==> config.mk <==
export PLATFORM = sky130hd
export DESIGN_NAME = bus_debug_master_flat
export DESIGN_NICKNAME = d
export VERILOG_FILES = /design/src/rtl/bus_debug_master_if.sv /design/src/rtl/bus_debug_master.sv /design/src/flat_wrapper.sv
export SDC_FILE = /design/constraint.sdc
export NUM_CORES = 1
export LEC_CHECK = 0
export CORE_AREA = 2 2 114 116
export DETAILED_ROUTE_END_ITERATION = 16
export DIE_AREA = 0 0 116 118
export PLACE_DENSITY = 0.56
export SLEW_MARGIN = 5
export SYNTH_ARGS = -nofsm -noshare
export SYNTH_HDL_FRONTEND = slang
export SYNTH_SLANG_ARGS = --single-unit
==> constraint.sdc <==
create_clock -name clk -period 2.85 [get_ports clk]
set_clock_uncertainty 0.2 [all_clocks]
set_input_delay 0.57 -clock clk [delete_from_list [all_inputs] [get_ports clk]]
set_output_delay 0.57 -clock clk [all_outputs]
set_load 0.01 [all_outputs]
==> src/rtl/bus_debug_master_if.sv <==
// Host-side byte stream and peripheral bus signals of the debug bus master,
// bundled so the top level can hand them to the block as one port.
interface bus_debug_master_if;
   logic [7:0]  i_rx_data;
   logic        i_rx_valid;
   logic        o_rx_ready;
   logic [7:0]  o_tx_data;
   logic        o_tx_valid;
   logic        i_tx_ready;
   logic [15:0] o_bus_addr;
   logic [7:0]  o_bus_data;
   logic        o_bus_cs;
   logic        o_bus_rwb;
   logic [7:0]  i_bus_data;
   logic        i_bus_wait;
   logic        o_busy;

   modport master (
      input  i_rx_data, i_rx_valid, i_tx_ready, i_bus_data, i_bus_wait,
      output o_rx_ready, o_tx_data, o_tx_valid, o_bus_addr, o_bus_data,
             o_bus_cs, o_bus_rwb, o_busy
   );

   modport slave (
      output i_rx_data, i_rx_valid, i_tx_ready, i_bus_data, i_bus_wait,
      input  o_rx_ready, o_tx_data, o_tx_valid, o_bus_addr, o_bus_data,
             o_bus_cs, o_bus_rwb, o_busy
   );
endinterface

==> src/rtl/bus_debug_master.sv <==
// Byte-stream driven bus initiator: parses host read/write commands from the
// UART, runs one peripheral bus access per command and answers ACK/NAK.
module bus_debug_master #(
   parameter int         READ_CYCLES = 2,
   parameter int         WAIT_LIMIT  = 255,
   parameter logic [7:0] ACK         = 8'h06,
   parameter logic [7:0] NAK         = 8'h15
) (
   input logic                clk,
   input logic                resetb,
   bus_debug_master_if.master bus
);
   localparam logic [7:0] CMD_WRITE = 8'h57;
   localparam logic [7:0] CMD_READ  = 8'h52;
   localparam logic [7:0] WAIT_LAST = 8'(WAIT_LIMIT - 1);
   localparam logic [7:0] READ_LAST = 8'(READ_CYCLES - 1);

   typedef enum logic [2:0] {IDLE, ADDR_HI, ADDR_LO, WDATA, BUS, RESP0, RESP1} state_t;

   state_t      state, state_next;
   logic        is_read, is_read_next;
   logic        access_ok, access_ok_next;
   logic [7:0]  addr_hi, addr_hi_next;
   logic [7:0]  addr_lo, addr_lo_next;
   logic [7:0]  wait_cnt, wait_cnt_next;
   logic [7:0]  good_cnt, good_cnt_next;
   logic [7:0]  rdata, rdata_next;
   logic [7:0]  tx_data, tx_data_next;
   logic        tx_valid, tx_valid_next;
   logic [15:0] bus_addr, bus_addr_next;
   logic [7:0]  bus_data, bus_data_next;
   logic        bus_cs, bus_cs_next;
   logic        bus_rwb, bus_rwb_next;
   logic        busy, busy_next;

   logic rx_ready, rx_fire, tx_fire, cmd_known, bus_done, bus_timeout;

   assign rx_ready    = (state == IDLE) || (state == ADDR_HI) ||
                        (state == ADDR_LO) || (state == WDATA);
   assign rx_fire     = bus.i_rx_valid && rx_ready;
   assign tx_fire     = tx_valid && bus.i_tx_ready;
   assign cmd_known   = (bus.i_rx_data == CMD_WRITE) || (bus.i_rx_data == CMD_READ);
   // A wait-low cycle always completes or progresses the access, so it beats the timeout.
   assign bus_done    = (state == BUS) && !bus.i_bus_wait && (!is_read || good_cnt == READ_LAST);
   assign bus_timeout = (state == BUS) && bus.i_bus_wait && (wait_cnt == WAIT_LAST);

   // State register together with every registered output and datapath field
   always_ff @(posedge clk or negedge resetb) begin
      if (!resetb) begin
         state     <= IDLE;
         is_read   <= 1'b0;
         access_ok <= 1'b0;
         addr_hi   <= 8'h00;
         addr_lo   <= 8'h00;
         wait_cnt  <= 8'h00;
         good_cnt  <= 8'h00;
         rdata     <= 8'h00;
         tx_data   <= 8'h00;
         tx_valid  <= 1'b0;
         bus_addr  <= 16'h0000;
         bus_data  <= 8'h00;
         bus_cs    <= 1'b0;
         bus_rwb   <= 1'b1;
         busy      <= 1'b0;
      end else begin
         state     <= state_next;
         is_read   <= is_read_next;
         access_ok <= access_ok_next;
         addr_hi   <= addr_hi_next;
         addr_lo   <= addr_lo_next;
         wait_cnt  <= wait_cnt_next;
         good_cnt  <= good_cnt_next;
         rdata     <= rdata_next;
         tx_data   <= tx_data_next;
         tx_valid  <= tx_valid_next;
         bus_addr  <= bus_addr_next;
         bus_data  <= bus_data_next;
         bus_cs    <= bus_cs_next;
         bus_rwb   <= bus_rwb_next;
         busy      <= busy_next;
      end
   end

   // Command parsing, bus access and response sequencing
   always_comb begin
      state_next = state;
      case (state)
         IDLE:    if (rx_fire) state_next = cmd_known ? ADDR_HI : RESP0;
         ADDR_HI: if (rx_fire) state_next = ADDR_LO;
         ADDR_LO: if (rx_fire) state_next = is_read ? BUS : WDATA;
         WDATA:   if (rx_fire) state_next = BUS;
         BUS:     if (bus_done || bus_timeout) state_next = RESP0;
         RESP0:   if (tx_fire) state_next = (is_read && access_ok) ? RESP1 : IDLE;
         RESP1:   if (tx_fire) state_next = IDLE;
         default: state_next = IDLE;
      endcase
   end

   // Next values of the registered outputs; cs/rwb follow the upcoming state
   always_comb begin
      is_read_next   = is_read;
      access_ok_next = access_ok;
      addr_hi_next   = addr_hi;
      addr_lo_next   = addr_lo;
      wait_cnt_next  = wait_cnt;
      good_cnt_next  = good_cnt;
      rdata_next     = rdata;
      tx_data_next   = tx_data;
      tx_valid_next  = tx_valid;
      bus_addr_next  = bus_addr;
      bus_data_next  = bus_data;
      busy_next      = busy;
      bus_cs_next    = (state_next == BUS);
      bus_rwb_next   = (state_next == BUS) ? is_read : 1'b1;

      case (state)
         IDLE: if (rx_fire) begin
            is_read_next   = (bus.i_rx_data == CMD_READ);
            access_ok_next = 1'b0;
            busy_next      = cmd_known;
            if (!cmd_known) begin
               tx_valid_next = 1'b1;
               tx_data_next  = NAK;
            end
         end
         ADDR_HI: if (rx_fire) addr_hi_next = bus.i_rx_data;
         ADDR_LO: if (rx_fire) begin
            addr_lo_next = bus.i_rx_data;
            if (is_read) bus_addr_next = {addr_hi, bus.i_rx_data};
         end
         WDATA: if (rx_fire) begin
            bus_addr_next = {addr_hi, addr_lo};
            bus_data_next = bus.i_rx_data;
         end
         BUS: begin
            if (bus.i_bus_wait) wait_cnt_next = wait_cnt + 8'd1;
            else                good_cnt_next = good_cnt + 8'd1;
            if (bus_done) begin
               access_ok_next = 1'b1;
               tx_valid_next  = 1'b1;
               tx_data_next   = ACK;
               if (is_read) rdata_next = bus.i_bus_data;
            end
            if (bus_timeout) begin
               tx_valid_next = 1'b1;
               tx_data_next  = NAK;
            end
         end
         RESP0: if (tx_fire) begin
            if (is_read && access_ok) begin
               tx_data_next = rdata;
            end else begin
               tx_valid_next = 1'b0;
               busy_next     = 1'b0;
            end
         end
         RESP1: if (tx_fire) begin
            tx_valid_next = 1'b0;
            busy_next     = 1'b0;
         end
         default: ;
      endcase

      if (state != BUS && state_next == BUS) begin
         wait_cnt_next = 8'h00;
         good_cnt_next = 8'h00;
      end
   end

   assign bus.o_rx_ready = rx_ready;
   assign bus.o_tx_data  = tx_data;
   assign bus.o_tx_valid = tx_valid;
   assign bus.o_bus_addr = bus_addr;
   assign bus.o_bus_data = bus_data;
   assign bus.o_bus_cs   = bus_cs;
   assign bus.o_bus_rwb  = bus_rwb;
   assign bus.o_busy     = busy;
endmodule
==> src/flat_wrapper.sv <==
// flat-port wrapper written by rule: the top's interface ports become plain ports
module bus_debug_master_flat 
#(
   parameter int         READ_CYCLES = 2,
   parameter int         WAIT_LIMIT  = 255,
   parameter logic [7:0] ACK         = 8'h06,
   parameter logic [7:0] NAK         = 8'h15
)
  (clk, resetb, bus_i_rx_data, bus_i_rx_valid, bus_i_tx_ready, bus_i_bus_data, bus_i_bus_wait, bus_o_rx_ready, bus_o_tx_data, bus_o_tx_valid, bus_o_bus_addr, bus_o_bus_data, bus_o_bus_cs, bus_o_bus_rwb, bus_o_busy);
  bus_debug_master_if bus_i ();
  input logic clk;
  input logic resetb;
  input wire logic [$bits(bus_i.i_rx_data)-1:0] bus_i_rx_data;
  input wire logic [$bits(bus_i.i_rx_valid)-1:0] bus_i_rx_valid;
  input wire logic [$bits(bus_i.i_tx_ready)-1:0] bus_i_tx_ready;
  input wire logic [$bits(bus_i.i_bus_data)-1:0] bus_i_bus_data;
  input wire logic [$bits(bus_i.i_bus_wait)-1:0] bus_i_bus_wait;
  output wire logic [$bits(bus_i.o_rx_ready)-1:0] bus_o_rx_ready;
  output wire logic [$bits(bus_i.o_tx_data)-1:0] bus_o_tx_data;
  output wire logic [$bits(bus_i.o_tx_valid)-1:0] bus_o_tx_valid;
  output wire logic [$bits(bus_i.o_bus_addr)-1:0] bus_o_bus_addr;
  output wire logic [$bits(bus_i.o_bus_data)-1:0] bus_o_bus_data;
  output wire logic [$bits(bus_i.o_bus_cs)-1:0] bus_o_bus_cs;
  output wire logic [$bits(bus_i.o_bus_rwb)-1:0] bus_o_bus_rwb;
  output wire logic [$bits(bus_i.o_busy)-1:0] bus_o_busy;
  assign bus_i.i_rx_data = bus_i_rx_data;
  assign bus_i.i_rx_valid = bus_i_rx_valid;
  assign bus_i.i_tx_ready = bus_i_tx_ready;
  assign bus_i.i_bus_data = bus_i_bus_data;
  assign bus_i.i_bus_wait = bus_i_bus_wait;
  assign bus_o_rx_ready = bus_i.o_rx_ready;
  assign bus_o_tx_data = bus_i.o_tx_data;
  assign bus_o_tx_valid = bus_i.o_tx_valid;
  assign bus_o_bus_addr = bus_i.o_bus_addr;
  assign bus_o_bus_data = bus_i.o_bus_data;
  assign bus_o_bus_cs = bus_i.o_bus_cs;
  assign bus_o_bus_rwb = bus_i.o_bus_rwb;
  assign bus_o_busy = bus_i.o_busy;
  bus_debug_master #(.READ_CYCLES(READ_CYCLES), .WAIT_LIMIT(WAIT_LIMIT), .ACK(ACK), .NAK(NAK)) u_core (.clk(clk), .resetb(resetb), .bus(bus_i));
endmodule
==> results summary, run 1 <==
The number of DRC markers after the initial detailed-route iteration came out at 113. The worst path needs 2483 ps of the cycle, external delays included. The number of synthesized register bits is 81. The count of cell types in the netlist is 53. The effective utilization at floorplan came out at 29.62%. Routability-driven placement finished with a final weighted congestion of 0.8235. The total count of max-transition violations in the final report is 0. The post-synthesis compound-gate area fraction came out at 7.145%. The layout cell share with drive strength beyond 1 is a little under a quarter. The synthesized netlist net count is 334. In this run, post-CTS hold repair placed 0 buffers.

The peak supply drop came out at roughly 440 uV. The floorplan step defined a core boundary enclosing 12410 sq um. The floorplan has 41 rows. The sum of internal, switching and leakage power is ~4.6 mW. The post-layout net count came out at 414. The total clock buffers created by CTS is 9. The final total negative setup slack is 0 ps. The number of antenna repair diodes came out at 0. The number of warning messages in the yosys log is 0.

The simple-gate area share of the yosys netlist came out at 14.56%. The count of nets left with antenna violations once routing finished came out at 0. The fraction of registers with async set or reset after synthesis is 100.0%. The ratio of total power to cell area is about 940 nW/um^2. The predominant post-synthesis flop cell is sky130_fd_sc_hd__dfrtp_1. The routed wire length came out at between 8 and 9 mm. Detailed placement ended at an HPWL of 5.843 mm. The largest net degree at the start of global routing came out at 43.

The flow ran to the end, and the final reports show no timing, DRC or antenna violations. STA classifies the critical path startpoint as a flop. The post-cts sizing count came out at 0.

The number of hold-slack violations in the final timing report came out at 0. The TritonCTS clock tree is yes. The internal power contribution is 3.087 mW. The synthesized area is between 3000 and 4000 sq um. Global routing finished with a remaining overflow of 0. The number of top-level design ports is 58. The DRC violations left is 0. The final count of negative-setup-slack endpoints came out at 0. The critical path required time came out at 2080 ps. The longest clock path from root to sink contains 2 buffers. The initial antenna violation count is 0.

The period utilization came out at 87.11%. Dividing the detail-routed via count by the number of cells gives ~4.6. Dividing the detail-routed wire length by the instance count gives between 10 and 15 um.

The tightest min-delay check is of the input port to asynchronous set/reset pin type. Setup repair after global routing left no endpoint under its margin. The switching power is roughly 1.5 mW. The worst pin sits at a relative slew slack of 62.51%. The number of global-route vias before repair is ~2600. The worst setup path is of the flop to primary output kind. The sequential power share came out at between 40 and 50%. In this run the static leakage power is 2.174 nW.

For the pin with the worst max-slew slack, the measured transition is 557.2 ps. Of the total power, the share spent switching nets is 32.29%. The overall die width is 116 um.

The synthesized netlist devotes around 3.1% of its cell area to XOR and XNOR gates. The count of port buffers added during placement came out at 57. The die is 118 um tall. The timing-limited maximum frequency came out at 402.8 MHz. By area, the combinational part of the netlist is dominated by multiplexers. The clock transition at the registers of the reported paths is 60 ps. STA classifies the critical path endpoint as a primary output.

Of all nets on the critical path, the largest fanout is 18. The number of instances in the synthesized netlist came out at 309. The number of detailed-route iterations in the first pass is 4. For this run, the total global-route usage over all layers was measured as 12.83%. Per report_power, the clock group accounts for between 20% and 30% of the total. The number of buffers inserted by post-CTS setup repair is 0. The die outline area came out at 13690 sq um. Data arrives at the worst endpoint at 1710 ps. The synthesized-area fraction occupied by adder cells came out at 1.361%. The synthesized area per cell came out at 11.90 sq um. Clock latency on the worst-skew pair, taken at its later pin, is 340 ps. Yosys mapped a number of flops with a built-in enable equal to 0. Combinational logic burns 36.9% of the power. The post-synthesis mux area share came out at 16.57%. The CTS sink count is 81. Summing over every cut layer, the via total after detailed routing is 2626. Clock tree synthesis selected as its root buffer the cell sky130_fd_sc_hd__clkbuf_16. The H-tree was split into 3 levels. The sequential element share of the synthesized area came out at between 50% and 60%. The first global-routing pass estimated 13.63 mm of wire. The number of maximum-capacitance constraint violations is 0.

The relative area change from synthesis to final layout came out at 32.53%.
==> path summary, 6_finish.rpt <==
path | startpoint | end | slack [ps] | cells past startpoint
max in group asynchronous | resetb | u_core.good_cnt[0]$_DFFE_PN0P_ | 1830 | 2
min | resetb | u_core.bus.o_bus_data[7]$_DFFE_PN0P_ | 7 | 1
min reg2reg | u_core.bus.o_tx_data[1]$_DFFE_PN0P_ | u_core.bus.o_tx_data[1]$_DFFE_PN0P_ | 300 | 1
min in group clk | u_core.bus.o_tx_data[1]$_DFFE_PN0P_ | u_core.bus.o_tx_data[1]$_DFFE_PN0P_ | 300 | 1
max reg2reg | u_core.state[2]$_DFF_PN0_ | u_core.bus.o_tx_data[7]$_DFFE_PN0P_ | 380 | 4
max | u_core.state[2]$_DFF_PN0_ | bus_o_rx_ready | 370 | 2
==> through the flow <==
stage	utilization (%)	std cells	worst slack (ps)	hold slack [ps]	instance area, sq um
6_report	39.26	566	367.3	7.420	4873
5_1_grt	39.26	566	241.7	48.04	4873
4_1_cts	39.26	566	352.5	23.95	4873
3_5_place_dp	37.13	550	38.34	289.7	4609
3_3_place_gp	37.13	550	50.14	269.7	4609
2_1_floorplan	-	309	640.1	74.41	3677
==> cell usage in the layout, fill, tap and decap left out, types with 3 or more instances in the layout <==
cell type and instances:
sky130_fd_sc_hd__mux2i_1 8, sky130_fd_sc_hd__o21ai_0 10, sky130_fd_sc_hd__xnor2_1 3, sky130_fd_sc_hd__mux2_2 41, sky130_fd_sc_hd__clkbuf_16 9, sky130_fd_sc_hd__nand4_1 10
sky130_fd_sc_hd__inv_1 6, sky130_fd_sc_hd__nand2_1 16, sky130_fd_sc_hd__clkinv_2 4, sky130_fd_sc_hd__nand2b_1 4, sky130_fd_sc_hd__o22ai_1 3, sky130_fd_sc_hd__nand3_1 6
sky130_fd_sc_hd__buf_4 22, sky130_fd_sc_hd__a21oi_1 9, sky130_fd_sc_hd__mux2_1 6, sky130_fd_sc_hd__dfrtp_1 80, sky130_fd_sc_hd__and3_1 6, sky130_fd_sc_hd__nor2_1 33
sky130_fd_sc_hd__clkdlybuf4s50_1 56, sky130_fd_sc_hd__ha_1 4, sky130_fd_sc_hd__xor2_1 10
==> cells by family (layout without fill, tap and decap cells) <==
kind of cell    Yosys count  count (layout)
fa+ha+maj                 4               4
xor+xnor                 13              13
buf+inv                  18             103
flops                    81              81
simple gates             98              98
mux                      55              55
compound gates           40              40
==> state kept, by name, indices dropped and copies added, names as in the netlist <==
| signal | cells |
|---|---|
| u_core.bus.o_bus_data | 8 |
| u_core.rdata | 8 |
| u_core.bus.o_bus_cs | 1 |
| u_core.wait_cnt | 8 |
| u_core.bus.o_tx_valid | 1 |
| u_core.state | 3 |
| u_core.bus.o_bus_rwb | 1 |
| u_core.addr_lo | 8 |
| u_core.good_cnt | 8 |
| u_core.bus.o_bus_addr | 16 |
| u_core.access_ok | 1 |
| u_core.is_read | 1 |
| u_core.addr_hi | 8 |
| u_core.bus.o_busy | 1 |
| u_core.bus.o_tx_data | 8 |
==> power groups by stage <==
stage                     Combinational [mW]  Sequential, mW  Clock, mW
after CTS                               1.72            1.84       1.08
after global routing                    1.84            1.89       1.13
after detailed placement                1.71            1.85          0
after global placement                  1.69            1.84          0
final                                   1.68            1.83       1.04
after floorplan                        0.878            1.87          0
==> area by class of cell <==
class | count | area, sq um
well taps | 172 | 215.2
multi-input cells | 210 | 1574
flip-flops and latches | 81 | 2028
clock buffers | 10 | 229.0
clock inverters | 6 | 35.03
inverters | 7 | 26.28
repair buffers | 80 | 765.7
fillers | 1261 | 7541
==> synth_stat cells, drive strengths merged, types with 6 or more instances <==
cell	instances	area, sq um
o21ai	11	58.81
nand4	11	75.07
buf	8	40.04
inv	6	22.52
xor2	10	87.58
and3	6	37.54
a21oi	9	45.04
mux2	47	529.3
nor2	34	127.6
dfrtp	80	2002
nand3	6	30.03
nand2	16	60.06
mux2i	8	80.08
==> worst max-delay path, stage by stage, from the launching register on <==
cell,delay [ps]
sky130_fd_sc_hd__dfrtp_1,680
sky130_fd_sc_hd__clkinv_1,170
sky130_fd_sc_hd__clkdlybuf4s50_1,520
==> metal layers <==
layer  share of wire [%]  GRT usage (%)  wire length (um)  vias to the layer above
met5                   0              0                 0                        -
met1                  47          16.86              3851                     1291
met4                 1.3          4.241               106                        0
li1                    -              -                 -                     1266
met3                 5.8          4.686               480                       10
met2                  46          19.52              3805                       59
(Power assumes the default switching activity.)
==> run 2: changes to the inputs <==
Settings changed: CTS_CLUSTER_SIZE set to 40, MAX_ROUTING_LAYER set to met4.
==> run 2 against run 1 <==
Net effect:
- die area unchanged
- setup slack got worse by 9.5 ps
- routed wire length is 0.16% higher
- total power barely moved
- sequential cell count stayed put
- sequential power is essentially flat
- worst hold slack gained 1.8 ps
==> results summary, run 2 (same netlist as run 1, synthesis figures left out) <==
The flow ran to the end, and the final reports show no timing, DRC or antenna violations. The period utilization came out at 87.45%. Setup repair after global routing left no endpoint under its margin.

The overall die height came out at 118 um. The cell depth of the worst flop-to-flop path came out at 4. The initial antenna violation count came out at 0.

The worst slew margin relative to its limit is 62.51%. Of the total power, the share spent switching nets is 32.29%. The worst setup path is launched from a flop. The worst hold-check slack came out at 9.175 ps. Global routing finished with a remaining overflow of 0. The routed wire length is around 8.3 mm.

The largest net degree at the start of global routing is 43. The number of hold-slack violations in the final timing report is 0. Input and output buffers added on the ports amount to 57. In this run the deepest clock path goes through 2 buffers. The clock latency reported for the late side of the worst-skew pair came out at 340 ps. The critical path's slowest cell is sky130_fd_sc_hd__dfrtp_1. The critical path goes through clkinv_1, clkdlybuf4s50_1.

The CTS sink count is between 80 and 90. The critical path's largest stage delay came out at 690 ps. In this run the post-CTS setup repair buffer count came out at 0. The total clock buffers created by CTS is 9.

The peak supply drop is 438.4 uV. The floorplan has 41 rows. The core area came out at 12410 sq um. Once detail routing completed, the nets flagged for antenna violations numbered 0.

The utilization after layout came out at 39.26%. The combinational fraction of design power is about 37%. The class of the most critical hold timing path is input port to asynchronous set/reset pin. The detailed router finished its first iteration with 121 violations. The register with the most flip-flops in the layout has 16 of them.

Leaving out fill and tap cells, the most frequent cells in the layout are 80 x sky130_fd_sc_hd__dfrtp_1, 56 x sky130_fd_sc_hd__clkdlybuf4s50_1, 41 x sky130_fd_sc_hd__mux2_2. The critical path required time came out at 2080 ps. The reg-to-reg setup timing slack came out at between 300 and 400 ps.

The DRC violations left is 0. At the worst endpoint, the arrival time is between 1500 and 2000 ps. For this block, the via count after detailed routing is approximately 2600.

The leakage power figure is about 2.2 nW. The average vias per placed instance came out at about 4.6. After layout, the worst setup slack is approximately 360 ps. The number of maximum-capacitance constraint violations is 0. The number of detailed-route iterations in the first pass came out at 4. The post-layout net count is a little over 400.

The effective utilization at floorplan is 29.62%. The switching power is 1.473 mW. The post-route netlist has a little under a quarter of its cells at a drive strength greater than 1. Dividing the detail-routed wire length by the instance count gives 14.59 um. Once detailed placement completed, the half-perimeter wirelength came to 5.843 mm. TritonCTS built the clock tree. The critical path is of the flop to primary output type. The final total negative setup slack is 0 ps.

The library cell used most frequently in the layout, excluding fill and tap cells, is sky130_fd_sc_hd__dfrtp_1. The maximum level of the CTS H-tree came out at 3. The number of top-level design ports came out at 58. Setup violations remaining at the end of the flow were counted as 0. The total count of max-transition violations in the final report came out at 0.

The number of global-route vias before repair came out at ~2600. Derived from the worst setup path, the maximum achievable clock frequency is 401.3 MHz. After clock tree synthesis, the clock-pin slew on the worst setup and hold paths is around 60 ps. The global routing usage summed across all routing layers is 13.18%. The die outline area came out at 13690 sq um. The internal power contribution is slightly above 3 mW. The sequential power share is 40.3%.

The clock network fraction of design power came out at a little under a quarter. STA classifies the critical path endpoint as a primary output. The pre-CTS setup slack came out at 38.34 ps. Gates resized during post-CTS repair numbered 0. The routed design could run at a clock period as short as about 2500 ps. The cts-stage hold buffer count came out at 0. The wire length of the first global-routing pass came out at 13.60 mm. In this run the horizontal extent of the chip is 116 um. The pin slew with the least headroom to its limit came out at 557.2 ps. The number of antenna repair diodes came out at 0. Clock tree synthesis selected as its root buffer the cell sky130_fd_sc_hd__clkbuf_16. In this run the worst path has a maximum fanout of 18. In this run the power density over the cells is roughly 940 nW/um^2. The worst register-to-register path ends at u_core.bus.o_tx_data[7]$_DFFE_PN0P_.

The weighted congestion at the end of routability-driven global placement is 0.8359. The startpoint of the worst register-to-register path is u_core.state[2]$_DFF_PN0_. The relative area change from synthesis to final layout is 32.53%.
## run 2: worst max-delay path, delay by kind of cell, from the launching register on
family                 cells  cell delay, ps
buffers and inverters      2             690
DFF                        1             690
## run 2: stage by stage
stage / power [mW] / instances / area (sq um)
after detailed placement: 3.555 / 550 / 4609
after floorplan: 2.750 / 309 / 3677
after global routing: 4.861 / 566 / 4873
final: 4.560 / 566 / 4873
after CTS: 4.630 / 566 / 4873
after global placement: 3.530 / 550 / 4609
## run 2: final cells by class
cell class	instances	area (sq um)
tap	172	215.2
clock buffer	10	229.0
sequential	81	2028
timing repair buffer	80	765.7
multi-input combinational	210	1574
inverter	7	26.28
clock inverter	6	35.03
fill	1261	7541
## run 2: power groups by stage
stage,clock (mW),sequential (mW),combinational (mW)
final,1.04,1.84,1.69
after CTS,1.08,1.84,1.72
after global placement,0,1.84,1.69
after detailed placement,0,1.85,1.71
after floorplan,0,1.87,0.878
after global routing,1.13,1.89,1.84
## run 2: layer usage
layer  global-route usage, %  share of wire, %  wire (um)
met1                   17.19                47       3899
met2                   19.48                46       3821
met3                   4.171               5.2        428
met4                   4.241               1.3        106
met5                       -                 0          0
## run 2: how the worst max path moves through the flow
stage / start / slack (ps) / endpoint / cells after the start
floorplan: bus_i_bus_wait / 640 / u_core.bus.o_tx_data[0]$_DFFE_PN0P_ / 5
global placement: bus_i_bus_wait / 50 / u_core.bus.o_tx_data[2]$_DFFE_PN0P_ / 5
detailed placement: bus_i_tx_ready / 40 / u_core.bus.o_tx_data[7]$_DFFE_PN0P_ / 6
CTS: u_core.state[2]$_DFF_PN0_ / 350 / bus_o_rx_ready / 2
global route: u_core.state[2]$_DFF_PN0_ / 250 / u_core.bus.o_tx_data[4]$_DFFE_PN0P_ / 5
finish: u_core.state[2]$_DFF_PN0_ / 360 / bus_o_rx_ready / 2
==> run 3: changes to the inputs <==
Settings changed: ABC_AREA set to 1, CORE_AREA 2 2 114 116 to 2 2 117 119, DIE_AREA 0 0 116 118 to 0 0 119 121, PLACE_DENSITY 0.56 to 0.55.
==> run 3 against run 2 <==
Net effect:
- critical endpoint unchanged
- cell area grew 0.46%
- area after synthesis grew 4.3%
- largest cell class unchanged
- routed wire length grew 15%
- clock power grew 15%
- sequential share of layout area shrank 0.19 points
- via count grew 23%
- the run now ends with hold timing left
- first-iteration DRC count grew 66%
==> results summary, run 3 <==
The run finished, with violations left. The final reports fail on hold timing. For this run, the post-layout net count is 552. The standard-cell row count is 42. For the final routed database, the setup TNS stands at 0 ps.

The startpoint kind of the worst setup timing path is a flop. The cell depth of the worst flop-to-flop path is 8. The number of antenna repair diodes came out at 0.

In the detailed route, the total length drawn on met2 is 4.338 mm. The reg-to-reg setup timing slack came out at 660 ps. In this run the power density over the cells is roughly 1000 nW/um^2. After clock tree synthesis, the setup repair step added 0 buffers.

The die outline area came out at 14400 sq um. No sink is reached through more buffers than the 2 on the longest clock path. The synthesized area per cell is 8.177 sq um.

The post-detailed-route wirelength per cell came out at 13.41 um. The TritonCTS clock tree is yes. For this design, the CTS-stage hold fixing added 0 buffers. The number of hold-slack violations in the final timing report came out at 30.

Measured against its own limit, the worst slew margin works out to 62.15%. The class of the most critical hold timing path is input port to asynchronous set/reset pin. The number of DRC markers after the initial detailed-route iteration came out at 201. During I/O placement, the number of pins put on the boundary was 58. The completed layout was analyzed and its total power is around 4.8 mW.

At the worst endpoint, the arrival time is ~1700 ps. The post-layout minimum cycle time is 2505 ps. The setup path with the least slack is of type flop to primary output. For this run, the total global-route usage over all layers was measured as 14.42%. The cell area that synthesis handed to floorplanning was 3835 sq um. Entering global routing, the biggest net connects 48 pins. The CTS sink count is 81. The critical path runs through a total of 2 cells. The pre-antenna-repair detailed-routing pass consisted of 4 iterations. The flip-flop count of the largest register, all copies and words added came out at 16.

Summed over all cells, the static leakage comes to 2.393 nW. The relative area change from synthesis to final layout came out at 27.67%. The number of warning messages in the yosys log is 0.

The top cell types in the final layout, fill and taps aside, are 150 x sky130_fd_sc_hd__nand2_1, 80 x sky130_fd_sc_hd__dfrtp_1, 56 x sky130_fd_sc_hd__clkdlybuf4s50_1. The initial antenna violation count is 0. The average vias per placed instance is 4.549. The portion of synthesized cell area occupied by the leading cell type is a little over half. After synthesis, the most frequently instantiated cells are 150 x sky130_fd_sc_hd__nand2_1, 80 x sky130_fd_sc_hd__dfrtp_1, 46 x sky130_fd_sc_hd__inv_1. The worst hold-check slack came out at -18.92 ps. The number of routed nets with antenna violations is 0. The number of global-route vias before repair came out at 3200.

Leaving out fill and tap cells, the most frequent cell in the layout is sky130_fd_sc_hd__nand2_1. The final count of negative-setup-slack endpoints came out at 0. Wire segments on met3 add up to 400 um in the final route. The congestion estimate from routability-driven global placement came to 0.8771. The count of port buffers added during placement is 57. The root buffer cell chosen for the clock tree is sky130_fd_sc_hd__clkbuf_16. The effective utilization at floorplan is 29.31%. The overall die height is 121 um.

The estimated wirelength of the detail-placed design is 6.854 mm. The number of vias in the routed layout is roughly 3200. Among cell families on the critical path, the largest total delay comes from flip-flops. The largest fanout of any net on the critical path is 10.

The overall die width is 119 um. On the critical path, the stage with the largest delay is an instance of sky130_fd_sc_hd__dfrtp_1. The critical path's largest stage delay is 700 ps. Yosys attributes the largest share of cell area to sky130_fd_sc_hd__dfrtp_1 52%, sky130_fd_sc_hd__nand2_1 15%, sky130_fd_sc_hd__o21ai_0 5.1%. The DRC violations left is 0. The top cell type by total area after synthesis is sky130_fd_sc_hd__dfrtp_1. The critical path required time is 2080 ps.

The core area is 13090 sq um. The wire length of the first global-routing pass is 16.09 mm. The total congestion overflow is 0. The fraction of registers with async set or reset after synthesis came out at 100.0%.

STA classifies the critical path endpoint as a primary output. VDD sags by at most 337.5 uV. In this run, synthesis inferred 0 flip-flops with an integrated enable. Among all flip-flop cells after synthesis, the most frequent one is sky130_fd_sc_hd__dfrtp_1. Setup repair after global routing left no endpoint under its margin. The total clock buffers created by CTS is 9. By instance count, the leading cell after synthesis is sky130_fd_sc_hd__nand2_1. Measured on the finished design, the core utilization comes to between 30 and 40%.

The timing-limited maximum frequency is 399.3 MHz. The count of cell types in the netlist is 32. After clock tree synthesis, the repair step resized 0 gates.

In the final routing, the length of wire on met1 measures 4.589 mm. The pin slew with the least headroom to its limit is 567.7 ps. The H-tree generated during clock tree synthesis spans 3 levels.

The detailed router used layers up to and including met4. The total count of max-transition violations in the final report came out at 0. The layout cell share with drive strength beyond 1 is 7.519%.

In the synthesized netlist, the number of instances is 469. The period utilization came out at 87.88%. The clock transition at the registers of the reported paths came out at 70 ps. The clock latency reported for the late side of the worst-skew pair came out at 340 ps. The number of synthesized register bits came out at 81. The routed wire length came out at about 9.5 mm. The number of maximum-capacitance constraint violations is 0. The signal on the critical path passes through inv_1, clkdlybuf4s50_1. When the netlist entered floorplanning its net count stood at approximately 490. The sequential element share of the synthesized area came out at 52.89%. The number of buffers and inverters on the critical path is 2.
[run 3: cell count changes in the layout (fill, tap and decap cells not counted), moves of 6 or more]
cell                      previous run  this run
sky130_fd_sc_hd__and3_1              6         0
sky130_fd_sc_hd__buf_4              22         4
sky130_fd_sc_hd__inv_1               6        46
sky130_fd_sc_hd__mux2_1              6         0
sky130_fd_sc_hd__mux2_2             41         0
sky130_fd_sc_hd__mux2i_1             8         0
sky130_fd_sc_hd__nand2_1            16       150
sky130_fd_sc_hd__nand3_1             6        25
sky130_fd_sc_hd__nor3_1              2         8
sky130_fd_sc_hd__o21ai_0            10        39
sky130_fd_sc_hd__o21ai_1             0        10
sky130_fd_sc_hd__xor2_1             10         3
[run 3: layer usage]
layer / global-route usage, % / vias to the layer above
li1: - / 1624
met1: 19.72 / 1514
met2: 21.37 / 69
met3: 3.242 / 14
met4: 4.539 / 0
met5: - / -
[run 3: metrics by stage]
stage	std cells	worst slack [ps]	instance area [sq um]
floorplan	469	1145	3835
global placement	692	347.8	4587
detailed placement	692	261.8	4587
CTS	708	334.9	4896
global route	708	300.9	4896
finish	708	345.4	4896
[run 3: area by class of cell]
cell class / instances / area (sq um)
Tap cell: 176 / 220.2
Fill cell: 1371 / 8189
Timing Repair Buffer: 61 / 610.6
Sequential cell: 81 / 2028
Inverter: 51 / 191.4
Clock buffer: 9 / 225.2
Multi-Input combinational cell: 323 / 1536
Clock inverter: 7 / 83.83
[run 3: worst register-to-register path: stages, from the launching register on]
cell,delay [ps]
sky130_fd_sc_hd__dfrtp_1,560
sky130_fd_sc_hd__nor2_4,280
sky130_fd_sc_hd__nand3_2,160
sky130_fd_sc_hd__nor2_1,170
sky130_fd_sc_hd__nor2_1,50
sky130_fd_sc_hd__nand2_1,310
sky130_fd_sc_hd__nand3_4,190
sky130_fd_sc_hd__nand2_1,100
sky130_fd_sc_hd__nand2_1,60
[run 3: kinds of logic after synthesis]
| kind of cell | share of synthesized area, % |
|---|---|
| fa+ha+maj | 1.305 |
| simple gates | 28.12 |
| buf+inv | 7.047 |
| xor+xnor | 0.6853 |
| compound gates | 9.952 |
| flops | 52.89 |
[run 3: path summary, 6_finish.rpt]
check	startpoint	end
setup / recovery	u_core.state[2]$_DFF_PN0_	bus_o_rx_ready
hold / removal	resetb	u_core.rdata[7]$_DFFE_PN0P_
setup reg to reg	u_core.state[0]$_DFF_PN0_	u_core.bus.o_tx_data[3]$_DFFE_PN0P_
hold reg to reg	u_core.addr_hi[1]$_DFFE_PN0P_	u_core.bus.o_bus_addr[9]$_DFFE_PN0P_
max in group asynchronous	resetb	u_core.bus.o_bus_addr[6]$_DFFE_PN0P_
min in group clk	u_core.addr_hi[1]$_DFFE_PN0P_	u_core.bus.o_bus_addr[9]$_DFFE_PN0P_
[run 3: power breakdown]
part           internal [mW]  switching (mW)  total [mW]
Clock                  0.694           0.510        1.20
Combinational          0.796           0.961        1.76
Sequential              1.56           0.326        1.88
Total                   3.05            1.80        4.85
